`src/rtl/vend_ctrl_param_if.sv`:
```
// Bundle of coin, hopper and display signals between the vending controller and its environment.
// The slave side is the controller; the master side drives coins and hopper status.
interface vend_ctrl_param_if #(
    parameter int CW = 8
);
    logic          c5;
    logic          c10;
    logic          c25;
    logic          cancel;
    logic          item_taken;
    logic          chg_ready;
    logic          dispense;
    logic          chg_valid;
    logic [1:0]    chg_coin;
    logic          coin_reject;
    logic [CW-1:0] credit;
    logic [CW-1:0] change_due;
    logic [1:0]    state;

    modport master (
        output c5, c10, c25, cancel, item_taken, chg_ready,
        input  dispense, chg_valid, chg_coin, coin_reject, credit, change_due, state
    );

    modport slave (
        input  c5, c10, c25, cancel, item_taken, chg_ready,
        output dispense, chg_valid, chg_coin, coin_reject, credit, change_due, state
    );
endinterface

```
`src/rtl/vend_ctrl_param.sv`:
```
// Vending controller: accumulates coin credit, releases one item at PRICE and pays change
// back greedily (20/10/5) through a ready/valid coin hopper.
module vend_ctrl_param #(
    parameter int CW         = 8,
    parameter int PRICE      = 20,
    parameter int MAX_CREDIT = 95
) (
    input logic clk,
    input logic reset,
    vend_ctrl_param_if.slave bus
);
    typedef enum logic [1:0] {
        IDLE    = 2'b00,
        COLLECT = 2'b01,
        VEND    = 2'b10,
        CHANGE  = 2'b11
    } state_t;

    localparam logic [CW:0] PRICE_W = (CW+1)'(PRICE);
    localparam logic [CW:0] MAX_W   = (CW+1)'(MAX_CREDIT);

    state_t        state_q, state_d;
    logic [CW-1:0] credit_q, credit_d;
    logic [CW-1:0] change_q, change_d;
    logic          dispense_q, dispense_d;
    logic          reject_q, reject_d;

    logic [1:0]    n_coins;
    logic          any_coin;
    logic          accept;
    logic [CW:0]   sum;
    logic [1:0]    coin_code;

    // Value of a single valid coin; only meaningful when exactly one pulse is high.
    function automatic logic [CW:0] coin_value(input logic p5, input logic p10, input logic p25);
        logic [CW:0] v;
        v = '0;
        if (p25)      v = (CW+1)'(25);
        else if (p10) v = (CW+1)'(10);
        else if (p5)  v = (CW+1)'(5);
        return v;
    endfunction

    function automatic logic [1:0] change_code(input logic [CW-1:0] due);
        logic [1:0] code;
        code = 2'b00;
        if (due >= CW'(20))      code = 2'b11;
        else if (due >= CW'(10)) code = 2'b10;
        else if (due >= CW'(5))  code = 2'b01;
        return code;
    endfunction

    function automatic logic [CW-1:0] code_value(input logic [1:0] code);
        logic [CW-1:0] v;
        case (code)
            2'b11:   v = CW'(20);
            2'b10:   v = CW'(10);
            2'b01:   v = CW'(5);
            default: v = '0;
        endcase
        return v;
    endfunction

    always_comb begin
        n_coins    = {1'b0, bus.c5} + {1'b0, bus.c10} + {1'b0, bus.c25};
        any_coin   = (n_coins != 2'd0);
        // Extra bit keeps the ceiling compare from wrapping.
        sum        = {1'b0, credit_q} + coin_value(bus.c5, bus.c10, bus.c25);
        coin_code  = change_code(change_q);
        accept     = 1'b0;
        state_d    = state_q;
        credit_d   = credit_q;
        change_d   = change_q;

        case (state_q)
            IDLE, COLLECT: begin
                if (state_q == COLLECT && bus.cancel) begin
                    change_d = credit_q;
                    credit_d = '0;
                    state_d  = CHANGE;
                end else if (n_coins == 2'd1 && sum <= MAX_W) begin
                    accept   = 1'b1;
                    credit_d = sum[CW-1:0];
                    if (sum >= PRICE_W) begin
                        change_d = sum[CW-1:0] - PRICE_W[CW-1:0];
                        state_d  = VEND;
                    end else begin
                        state_d  = COLLECT;
                    end
                end
            end
            VEND: begin
                if (bus.item_taken) begin
                    credit_d = '0;
                    state_d  = (change_q != '0) ? CHANGE : IDLE;
                end
            end
            CHANGE: begin
                if (bus.chg_ready) begin
                    change_d = change_q - code_value(coin_code);
                    if (change_d == '0) state_d = IDLE;
                end
            end
            default: state_d = IDLE;
        endcase

        reject_d   = any_coin && !accept;
        dispense_d = (state_d == VEND);
    end

    always_ff @(posedge clk or posedge reset) begin
        if (reset) begin
            state_q    <= IDLE;
            credit_q   <= '0;
            change_q   <= '0;
            dispense_q <= 1'b0;
            reject_q   <= 1'b0;
        end else begin
            state_q    <= state_d;
            credit_q   <= credit_d;
            change_q   <= change_d;
            dispense_q <= dispense_d;
            reject_q   <= reject_d;
        end
    end

    // Hopper request is derived from registered state only, so it holds while chg_ready is low.
    assign bus.chg_valid   = (state_q == CHANGE);
    assign bus.chg_coin    = (state_q == CHANGE) ? coin_code : 2'b00;
    assign bus.dispense    = dispense_q;
    assign bus.coin_reject = reject_q;
    assign bus.credit      = credit_q;
    assign bus.change_due  = change_q;
    assign bus.state       = state_q;
endmodule

```
`src/flat_wrapper.sv`:
```
// flat-port wrapper written by rule: the top's interface ports become plain ports
module vend_ctrl_param_flat 
#(
    parameter int CW         = 8,
    parameter int PRICE      = 20,
    parameter int MAX_CREDIT = 95
)
  (clk, reset, bus_c5, bus_c10, bus_c25, bus_cancel, bus_item_taken, bus_chg_ready, bus_dispense, bus_chg_valid, bus_chg_coin, bus_coin_reject, bus_credit, bus_change_due, bus_state);
  vend_ctrl_param_if #(.CW(CW)) bus_i ();
  input logic clk;
  input logic reset;
  input wire logic [$bits(bus_i.c5)-1:0] bus_c5;
  input wire logic [$bits(bus_i.c10)-1:0] bus_c10;
  input wire logic [$bits(bus_i.c25)-1:0] bus_c25;
  input wire logic [$bits(bus_i.cancel)-1:0] bus_cancel;
  input wire logic [$bits(bus_i.item_taken)-1:0] bus_item_taken;
  input wire logic [$bits(bus_i.chg_ready)-1:0] bus_chg_ready;
  output wire logic [$bits(bus_i.dispense)-1:0] bus_dispense;
  output wire logic [$bits(bus_i.chg_valid)-1:0] bus_chg_valid;
  output wire logic [$bits(bus_i.chg_coin)-1:0] bus_chg_coin;
  output wire logic [$bits(bus_i.coin_reject)-1:0] bus_coin_reject;
  output wire logic [$bits(bus_i.credit)-1:0] bus_credit;
  output wire logic [$bits(bus_i.change_due)-1:0] bus_change_due;
  output wire logic [$bits(bus_i.state)-1:0] bus_state;
  assign bus_i.c5 = bus_c5;
  assign bus_i.c10 = bus_c10;
  assign bus_i.c25 = bus_c25;
  assign bus_i.cancel = bus_cancel;
  assign bus_i.item_taken = bus_item_taken;
  assign bus_i.chg_ready = bus_chg_ready;
  assign bus_dispense = bus_i.dispense;
  assign bus_chg_valid = bus_i.chg_valid;
  assign bus_chg_coin = bus_i.chg_coin;
  assign bus_coin_reject = bus_i.coin_reject;
  assign bus_credit = bus_i.credit;
  assign bus_change_due = bus_i.change_due;
  assign bus_state = bus_i.state;
  vend_ctrl_param #(.CW(CW), .PRICE(PRICE), .MAX_CREDIT(MAX_CREDIT)) u_core (.clk(clk), .reset(reset), .bus(bus_i));
endmodule
```
`config.mk`:
```
export PLATFORM = sky130hd
export DESIGN_NAME = vend_ctrl_param_flat
export DESIGN_NICKNAME = d
export VERILOG_FILES = /design/src/rtl/vend_ctrl_param_if.sv /design/src/rtl/vend_ctrl_param.sv /design/src/flat_wrapper.sv
export SDC_FILE = /design/constraint.sdc
export NUM_CORES = 1
export LEC_CHECK = 0
export CORE_MARGIN = 4
export CORE_UTILIZATION = 59
export CTS_BUF_LIST = sky130_fd_sc_hd__clkbuf_16
export DETAILED_ROUTE_END_ITERATION = 12
export PLACE_DENSITY = 0.86
export SLEW_MARGIN = 20
export SYNTH_ARGS = -nofsm -noshare
export SYNTH_HDL_FRONTEND = slang
export SYNTH_SLANG_ARGS = --single-unit
```
`constraint.sdc`:
```
create_clock -name clk -period 8.35 [get_ports clk]
set_input_delay 2.0875 -clock clk [delete_from_list [all_inputs] [get_ports clk]]
set_output_delay 2.0875 -clock clk [all_outputs]
set_load 0.02 [all_outputs]
```
==> reports/metrics.yaml <==
critical_path:
  critical_path_class: "in2reg"
  crit_chain: "clkdlybuf4s50_1, inv_1, a21o_1, ha_1, fa_1, xor2_1, ha_1, nand3b_1, o41ai_2, a2111oi_4, o22a_1, mux2_2"
  max_stage_delay_ps: 730
  end_kind: "flip-flop"
  cp_data_arrival_time_ps: 5800
  crit_top_cell: "ha_1"
  start_kind: "input pin"
  critPathMaxFanout: 11
  crit_slowest_cell: "a2111oi_4"
  crit_required_ps: 8490
timing:
  max_freq_mhz: 177
  setup_violations: 0
  slew_violations: 0
  maxSlewHeadroom_pct: 48.2
  finalHoldViolations: 0
  fin_tns_setup_ps: 0
  period_share_pct: 67.8
  rsz0062_at_grt: "false"
  finalWorstSetupSlack_ps: 2690
  worst_slew_pin_slew_ps: 777
  finalCriticalPeriod_ps: 5660
  clock_skew_ps: 4.76
clock_network:
  htree_levels: 1
  cts.sinks: 20
  clock_latency_ps: 250
  cts_setup_buffers: 0
  hold_buffers: 0
  cts_made_buffers: 3
  path_clk_slew_ps: 60
  tritoncts: "yes"
  clock_path_buffers: 2
  clock-root-buffer: "clkbuf_16"
  ctsResizeCount: 0
final_layout:
  n_antenna_cell: 0
  drive_above_1_share_pct: 8.79
  utilization_pct: 72.5
  fin_nets: 299
  syn2layout_area_growth_pct: 18.2
hold_path:
  min_path_type: "reg2reg"
place:
  place_congestion: 0.883
  post-dp-hpwl_um: 4110
  io_buffers: 30
  dp_slack_ps: 2440
pwr:
  powerDensity_nw_per_um2: 488
  worst_ir_drop_vdd_mv: 0.212
  p_leak_uw: 0.00104
routing:
  drtIter0Drc: 174
  drtPass1Iterations: 5
  drc_errors: 0
  vias: 2002
  post_drt_wl_per_cell_um: 17.1
  ant_nets: 0
  wl_um: 5470
  routed_via_density: 6.28
global_routing:
  grt_use_total_pct: 26.1
  grt_overflow: 0
  grt_max_degree: 21
  grt_pass1_wl_um: 8970
  grt_pass1_vias: 1888
  antenna_found_initial: 0
synthesis:
  synth.distinct_cells: 52
  yosysTopAreaCellShare_pct: 24.2
  synth_top_family_by_area: "compound AO/OA/AOI/OAI gates"
  synthCells: 252
  synth_nets: 276
  synth-compound-area-share_pct: 26.2
  synth_fa_ha_area_share_pct: 10.8
  yosys.area_share.simple_pct: 19.2
  synth_xor_area_share_pct: 6.36
  ys_warn_count: 0
  netlist_area_um2: 2060
  synth_top_flop_cell: "dfrtp_1"
  synthTopCellsByArea: "dfrtp_1 24%, ha_1 7.9%, nor2_1 5.3%"
  synthArstFlopShare_pct: 100
  synth-seq-area-share_pct: 24.2
  yosys.area.top_type: "dfrtp_1"
  synth_edf_count: 0
  synth.avg_cell_area_um2: 8.19
  synthMuxAreaShare_pct: 6.55
  yosys.cell_count.top_type: "nor2_1"
  ys_ff_latch: 20
  synthTopCellsByCount: "29 x nor2_1, 20 x dfrtp_1, 20 x inv_1, 19 x a21oi_1, 15 x nand2_1"
job:
  drv_cap: 0
floorplanning:
  die_w_um: 67.2
  initial_utilization_pct: 61.4
  die-area_um2: 4510
  core_area_um2: 3360
  rows: 21
  io-pin-count: 31
  die_h_um: 67.2
status:
  outcome: "finished clean"
-- cells by family (layout without fill, tap and decap cells) --
| group | after synthesis | after routing |
|---|---|---|
| and+or+nand+nor | 83 | 83 |
| adders and majority gates | 16 | 16 |
| buffers and inverters | 33 | 54 |
| xor gates and xnor gates | 15 | 15 |
| DFF | 20 | 20 |
| muxes | 10 | 10 |
| AOI/OAI and AO/OA | 75 | 75 |
-- through the flow --
stage               power [uW]  cell area (um2)  cells  hold slack (ps)
finish                    1190             2440    319              560
global route              1290             2440    319              599
CTS                       1180             2440    319              563
floorplan                  840             2060    252              620
global placement          1050             2360    316              552
detailed placement        1070             2360    316              546
-- worst paths after layout --
check | from | endpoint | slack [ps] | depth (start not counted)
worst max-delay path | bus_c10 | u_core.bus.credit[4]$_DFFE_PP0P_ | 2690 | 12
worst min-delay path | u_core.bus.change_due[7]$_DFFE_PP0P_ | u_core.bus.change_due[7]$_DFFE_PP0P_ | 560 | 1
worst max register to register | u_core.bus.credit[0]$_DFFE_PP0P_ | u_core.bus.credit[4]$_DFFE_PP0P_ | 4810 | 9
worst min register to register | u_core.bus.change_due[7]$_DFFE_PP0P_ | u_core.bus.change_due[7]$_DFFE_PP0P_ | 560 | 1
max in group asynchronous | reset | u_core.bus.change_due[6]$_DFFE_PP0P_ | 5590 | 2
min in group asynchronous | reset | u_core.bus.credit[1]$_DFFE_PP0P_ | 2270 | 2
-- report_power, final --
group	internal [uW]	leakage [uW]	switching (uW)
Combinational	393	0.000759	485
Sequential	140	0.000247	74.7
Clock	63.2	0.0000370	36.0
Total	596	0.00104	595
-- worst max-delay path: cells and delay by family --
| kind | cells | cell delay, ps |
|---|---|---|
| xor gates and xnor gates | 1 | 330 |
| buffers and inverters | 2 | 590 |
| muxes | 1 | 380 |
| and+or+nand+nor | 1 | 120 |
| adders and majority gates | 3 | 890 |
| AOI/OAI and AO/OA | 4 | 1410 |
-- per-layer routing --
| layer | global-route usage [%] | share of wire (%) | wire length, um |
|---|---|---|---|
| met1 | 33.4 | 42 | 2290 |
| met2 | 42.9 | 47 | 2580 |
| met3 | 3.33 | 6.0 | 329 |
| met4 | 13.4 | 5.0 | 272 |
| met5 | 0 | 0 | 0 |
-- cells in the final DEF, fill, tap and decap left out, types with 6 or more instances in the layout --
cell type         n
inv_1            20
o21ai_0          14
xor2_1            6
nor2_1           29
nand3_1           7
nand2_1          15
clkdlybuf4s50_1  30
xnor2_1           9
a21oi_1          19
dfrtp_1          20
mux2_4            6
ha_1             13
nor3_1            8
-- final cells by class --
type,count,area [um2]
Sequential cell,20,500
Timing Repair Buffer,30,300
Multi-Input combinational cell,199,1430
Fill cell,289,923
Clock buffer,3,75.1
Inverter,21,78.8
Tap cell,46,57.6
-- state kept, by name, summed over array words and instances (netlist names) --
name and cells:
u_core.bus.dispense 1, u_core.bus.change_due 8, u_core.bus.coin_reject 1, u_core.bus.state 2
u_core.bus.credit 8
No activity file was read; power rests on OpenSTA's default activity.
